==> config.mk <==
export PLATFORM = sky130hd
export DESIGN_NAME = interrupt_ack_sequencer
export DESIGN_NICKNAME = d
export VERILOG_FILES = /design/src/rtl/interrupt_ack_sequencer_pkg.sv /design/src/rtl/interrupt_ack_sequencer_priority_resolver.sv /design/src/rtl/interrupt_ack_sequencer.sv
export SDC_FILE = /design/constraint.sdc
export NUM_CORES = 1
export LEC_CHECK = 0
export BUFFER_PORTS_ARGS = -buffer_cell sky130_fd_sc_hd__buf_2
export CORE_ASPECT_RATIO = 1.25
export CORE_MARGIN = 1
export CORE_UTILIZATION = 40
export DETAILED_ROUTE_END_ITERATION = 16
export PLACE_DENSITY_LB_ADDON = 0.15
export SLEW_MARGIN = 20
export SYNTH_ARGS = -nofsm -noshare
export SYNTH_HDL_FRONTEND = slang
export SYNTH_SLANG_ARGS = --single-unit
==> constraint.sdc <==
create_clock -name clk -period 16.6 [get_ports clk]
set_input_delay 0.83 -clock clk [delete_from_list [all_inputs] [get_ports clk]]
set_output_delay 0.83 -clock clk [all_outputs]
set_load 0.01 [all_outputs]
==> src/rtl/interrupt_ack_sequencer_pkg.sv <==
// Shared types and the rotating-priority pick used by the 8259A acknowledge path.
// Purely combinational helpers; no state and no backpressure.
package interrupt_ack_sequencer_pkg;

  localparam int         NUM_LEVELS     = 8;
  localparam logic [2:0] SPURIOUS_LEVEL = 3'd7;

  typedef enum logic [1:0] {
    IDLE = 2'd0,
    PEND = 2'd1,
    ACK1 = 2'd2
  } state_t;

  // ptr is the lowest-priority level, so ptr+1 is scanned as the highest.
  // Walking from lowest to highest lets the last hit be the winner.
  function automatic logic [3:0] rot_prio_pick(input logic [7:0] req, input logic [2:0] ptr);
    logic [3:0] r_pick;
    logic [2:0] r_lvl;
    r_pick = 4'd0;
    for (int i = NUM_LEVELS - 1; i >= 0; i--) begin
      r_lvl = ptr + 3'(i) + 3'd1;
      if (req[r_lvl]) r_pick = {1'b1, r_lvl};
    end
    return r_pick;
  endfunction

endpackage

==> src/rtl/interrupt_ack_sequencer_priority_resolver.sv <==
// Rotating priority encoder: highest-priority set bit of i_req relative to i_ptr.
// Combinational, zero latency, no backpressure.
module priority_resolver
  import interrupt_ack_sequencer_pkg::*;
(
  input  logic [7:0] i_req,
  input  logic [2:0] i_ptr,
  output logic       o_found,
  output logic [2:0] o_level
);

  logic [3:0] w_pick;

  assign w_pick  = rot_prio_pick(i_req, i_ptr);
  assign o_found = w_pick[3];
  assign o_level = w_pick[2:0];

endmodule

==> src/rtl/interrupt_ack_sequencer.sv <==
// 8259A INT/INTA sequencer with ISR, EOI/AEOI and priority rotation.
// IRR->INT and 2nd INTA->vector are 1 cycle each; no backpressure.
module interrupt_ack_sequencer
  import interrupt_ack_sequencer_pkg::*;
#(
  parameter int         NUM_LEVELS     = interrupt_ack_sequencer_pkg::NUM_LEVELS,
  parameter logic [2:0] SPURIOUS_LEVEL = interrupt_ack_sequencer_pkg::SPURIOUS_LEVEL
) (
  input  logic                  clk,
  input  logic                  reset,
  input  logic [NUM_LEVELS-1:0] interrupt_req_reg,
  input  logic [NUM_LEVELS-1:0] interrupt_mask,
  input  logic [4:0]            vector_base,
  input  logic                  aeoi_mode,
  input  logic                  inta_pulse,
  input  logic                  eoi_valid,
  input  logic                  eoi_specific,
  input  logic                  eoi_rotate,
  input  logic [2:0]            eoi_level,
  input  logic                  set_prio_valid,
  input  logic [2:0]            set_prio_level,
  output logic                  int_out,
  output logic [NUM_LEVELS-1:0] clear_ir_line,
  output logic [NUM_LEVELS-1:0] in_service_reg,
  output logic [7:0]            vector_out,
  output logic                  vector_valid
);

  state_t                r_state;
  logic [2:0]            r_ptr;
  logic [2:0]            r_lvl;
  logic                  r_spur;
  logic                  r_int_out;
  logic [NUM_LEVELS-1:0] r_clr;
  logic [NUM_LEVELS-1:0] r_isr;
  logic [7:0]            r_vec;
  logic                  r_vld;

  logic [NUM_LEVELS-1:0] w_req;
  logic                  w_irr_found;
  logic [2:0]            w_irr_lvl;
  logic                  w_isr_found;
  logic [2:0]            w_isr_lvl;
  logic [2:0]            w_irr_rank;
  logic [2:0]            w_isr_rank;
  logic                  w_cand;
  logic                  w_ack_set_en;
  logic                  w_aeoi_en;
  logic [2:0]            w_eoi_lvl;
  logic                  w_eoi_hit;
  logic [NUM_LEVELS-1:0] w_set_mask;
  logic [NUM_LEVELS-1:0] w_clr_mask;
  logic [NUM_LEVELS-1:0] w_isr_nxt;

  assign w_req = interrupt_req_reg & ~interrupt_mask;

  priority_resolver u_irr_res (
    .i_req   (w_req),
    .i_ptr   (r_ptr),
    .o_found (w_irr_found),
    .o_level (w_irr_lvl)
  );

  priority_resolver u_isr_res (
    .i_req   (r_isr),
    .i_ptr   (r_ptr),
    .o_found (w_isr_found),
    .o_level (w_isr_lvl)
  );

  // Rank 0 is the highest priority; a request must strictly beat the active ISR level.
  assign w_irr_rank = w_irr_lvl - r_ptr - 3'd1;
  assign w_isr_rank = w_isr_lvl - r_ptr - 3'd1;
  assign w_cand     = w_irr_found && (!w_isr_found || (w_irr_rank < w_isr_rank));

  assign w_ack_set_en = (r_state == PEND) && inta_pulse && w_cand;
  assign w_aeoi_en    = (r_state == ACK1) && inta_pulse && aeoi_mode && !r_spur;

  assign w_eoi_lvl = eoi_specific ? eoi_level : w_isr_lvl;
  assign w_eoi_hit = eoi_valid && (eoi_specific || w_isr_found);

  assign w_set_mask = w_ack_set_en ? (NUM_LEVELS'(1) << w_irr_lvl) : '0;
  assign w_clr_mask = (w_eoi_hit ? (NUM_LEVELS'(1) << w_eoi_lvl) : '0)
                    | (w_aeoi_en ? (NUM_LEVELS'(1) << r_lvl) : '0);

  // Setting wins over a same-cycle EOI clear of the same bit.
  assign w_isr_nxt = (r_isr & ~w_clr_mask) | w_set_mask;

  always_ff @(posedge clk) begin
    if (reset) begin
      r_state   <= IDLE;
      r_ptr     <= 3'd7;
      r_lvl     <= 3'd0;
      r_spur    <= 1'b0;
      r_int_out <= 1'b0;
      r_clr     <= '0;
      r_isr     <= '0;
      r_vec     <= 8'd0;
      r_vld     <= 1'b0;
    end else begin
      r_clr <= '0;
      r_vld <= 1'b0;
      r_vec <= 8'd0;
      r_isr <= w_isr_nxt;

      if (set_prio_valid) begin
        r_ptr <= set_prio_level;
      end else if (w_eoi_hit && eoi_rotate) begin
        r_ptr <= w_eoi_lvl;
      end

      case (r_state)
        IDLE: begin
          if (w_cand) begin
            r_int_out <= 1'b1;
            r_state   <= PEND;
          end
        end
        PEND: begin
          if (inta_pulse) begin
            r_int_out <= 1'b0;
            r_state   <= ACK1;
            if (w_cand) begin
              r_lvl  <= w_irr_lvl;
              r_spur <= 1'b0;
              r_clr  <= NUM_LEVELS'(1) << w_irr_lvl;
            end else begin
              r_lvl  <= SPURIOUS_LEVEL;
              r_spur <= 1'b1;
            end
          end else if (!w_cand) begin
            r_int_out <= 1'b0;
            r_state   <= IDLE;
          end
        end
        ACK1: begin
          if (inta_pulse) begin
            r_vec   <= {vector_base, r_lvl};
            r_vld   <= 1'b1;
            r_state <= IDLE;
          end
        end
        default: begin
          r_int_out <= 1'b0;
          r_state   <= IDLE;
        end
      endcase
    end
  end

  assign int_out        = r_int_out;
  assign clear_ir_line  = r_clr;
  assign in_service_reg = r_isr;
  assign vector_out     = r_vec;
  assign vector_valid   = r_vld;

endmodule

==> metrics <==
Worst slew margin=35.2%; top cells by area, synth=dfxtp_1 (19%), mux4_2 (19%), mux2i_1 (4.9%); Max-Cap Viols=0; Finished Cell Area=0.00414 mm^2; routed wire length=about 11,000 um; crit path launch type=flop; number of flops mapped to enable cells by yosys=0; dpl ws=around 9.8 ns; Final Hold Viols=0; Leak Pwr=approximately 1.7 nW; clk sinks=35; Post-synth top flop=dfxtp_1; hold depth=2; DRC Markers=0; CP Class=reg -> reg; antenna violations before repair=0; 1st-iter DRT viols=between 300 and 400; Post-synth ARST share=0%; Clk pin slew, worst setup/hold paths=around 0.080 ns; GRT Overall Usage=24.0%; clock latency on the worst-skew pair=0.29 ns; Area after DPL=slightly above 0.004 mm^2; CTS root buf=clkbuf_8; Syn Std Cell Area=between 0.003 and 0.004 mm^2; arrival time at the worst endpoint=~7 ns; Syn Area/Cell=between 9 and 10 um^2; final worst path period need=6.85 ns; peak supply drop=0.0976 mV; PnR worst setup slack=slightly below 10 ns; Clock Skew=0.0104 ns; Top Ports=61; Inserted Clock Buffers=5; area grow syn2layout=13.5%; first-pass GRT wire length=about 18,000 um; largest area contributor in the netlist=dfxtp_1; sum of negative setup slack=0 ns; Pre-antenna DRT Iters=6; Hold Path Class=reg -> reg; depth of the most critical reg-to-reg path=21; CTS tree=done; Worst Tran Pin Value=approximately 1 ns; FILL cells=891; routability cong.=slightly below 0.9; Initial Utilization=41.7%; WP data required=16.82 ns; RSZ-0062 raised after global routing=false; post-layout util=a little under half; PostCTS Resize Cnt=0; # port buffers=60; largest net degree at the start of global routing=44; register area=roughly 700 um^2; vias post-DR=about 3,600; htree depth=2; Core Footprint=around 0.0087 mm^2; setup bufs post-CTS=0; status=finished clean; final setup fails=0; aggregate global routing overflow=0; Layout Nets=495; area taken by multi-input logic gates=around 0.0028 mm^2; Rows=38; Syn. warnings=0; distinct cell type count after synthesis=between 80 and 90; # diodes=0; share of layout cells above drive strength 1=approximately 30%; Die X=87.4 um; Final Max Tran Viols=0; crit path max fanout=43; Post-Syn Instances=400; CTS Hold Bufs=0; post-route ant nets=0; height of the die=109 um; PwrDens=approximately 94 mW/mm^2; DR WL/cell=between 15 and 20 um; Seq/Total Area, Yosys=19.2%; period utilization=~41%; post-synthesis net count=~440; Vias/cell=6.21; DIE AREA=between 0.009 and 0.01 mm^2; dpl hpwl=8290 um; number of global-route vias before repair=~3,400; Peak Freq=approximately 0.15 GHz; share of the synthesized area in the top cell type=19.2%; #FFs+latches synth=35; CP endpoint kind=flop; clock tree buffer depth=2
[layout make-up]
cell class / instances / share of cell area, %
clock inverter: 3 / 1.06
timing repair buffer: 65 / 8.17
clock buffer: 5 / 1.66
multi-input combinational: 331 / 67.3
sequential: 35 / 17.0
tap: 120 / 3.63
inverter: 13 / 1.18
[through the flow]
step / cells / total power (W) / hold slack (ns)
6_report: 572 / 0.000388 / 0.473
5_1_grt: 572 / 0.000413 / 0.498
4_1_cts: 572 / 0.000388 / 0.479
3_5_place_dp: 564 / 0.000311 / 0.484
3_3_place_gp: 564 / 0.000310 / 0.475
2_1_floorplan: 400 / 0.000260 / 0.449
[cells in the final DEF (no fill, tap or decap), types with 3 or more instances in the layout]
cell type and instances:
xnor2_1 5, o21ai_1 7, nor2_1 27, a31oi_1 4, mux2_2 11, a21oi_1 21
a211o_1 4, nor3_1 14, inv_1 10, and3_1 6, buf_4 5, buf_2 60
mux4_2 30, o21ai_0 19, nor2b_1 14, ha_1 7, and2_1 8, dfxtp_1 34
nand3_1 10, o31ai_1 10, mux2i_1 18, nand2b_1 9, clkbuf_8 5, nand4_1 3
nand2_1 33
[kinds of logic (layout without fill, tap and decap cells)]
kind of cell               Yosys count  count (layout)  synth area share, %
adders and majority gates            9               9                 3.50
DFF                                 35              35                 19.2
buffers and inverters               34              86                 4.39
AOI/OAI and AO/OA                  108             108                 21.5
and+or+nand+nor                    145             145                 21.3
muxes                               60              60                 27.3
xor gates and xnor gates             9               9                 2.78
[cells in the mapped netlist (3+ instances only)]
library cell  instances
a211o_1               4
mux2i_1              18
nand4_1               3
inv_1                10
and3_1                6
nand2b_1              9
o31ai_1              10
a21oi_1              21
nor3_1               14
dfxtp_1              35
a31oi_1               4
nor2b_1              14
xnor2_1               5
and2_1                8
o21ai_0              19
o21ai_1               7
mux4_2               30
ha_1                  7
nand2_1              33
nand3_1              10
buf_2                 8
mux2_2               11
clkbuf_1              7
nor2_1               27
[final timing paths]
kind / from / endpoint / slack [ns]
worst max-delay path: r_ptr[0] / in_service_reg[2] / 9.75
worst min-delay path: r_lvl[2] / vector_out[2] / 0.47
worst max register to register: r_ptr[0] / in_service_reg[2] / 9.75
worst min register to register: r_lvl[2] / vector_out[2] / 0.47
[power by group]
| group | switching, W | internal [W] |
|---|---|---|
| logic | 0.000121 | 0.0000867 |
| clock network | 0.0000323 | 0.0000447 |
| registers | 0.0000112 | 0.0000922 |
[layer usage]
metal  vias to the layer above  global-route usage, %  share of wire, %  wire (um)
li1                       1653                      -                 -          -
met1                      1715                   28.8                40       4450
met2                       152                   43.1                51       5610
met3                        30                   3.03               5.3        586
met4                         0                   9.48               3.6        399
met5                         -                      0                 0          0
[critical path, cell delays in order, from the launching register on]
cell      delay, ns
dfxtp_2        0.32
buf_4          0.46
inv_2          0.41
ha_1           1.06
inv_1          0.53
mux2_2         0.45
o2111a_1       0.15
o31a_1         0.30
or3_1          0.42
nand2_1        0.21
inv_1          0.07
ha_1           0.19
fa_1           0.37
xnor2_1        0.15
xnor2_1        0.14
ha_1           0.29
nor2b_1        0.14
o32ai_2        0.13
o31ai_2        0.17
nor4_4         0.41
o211ai_2       0.20
o22ai_1        0.18
Power figures use the tool's default switching activity.
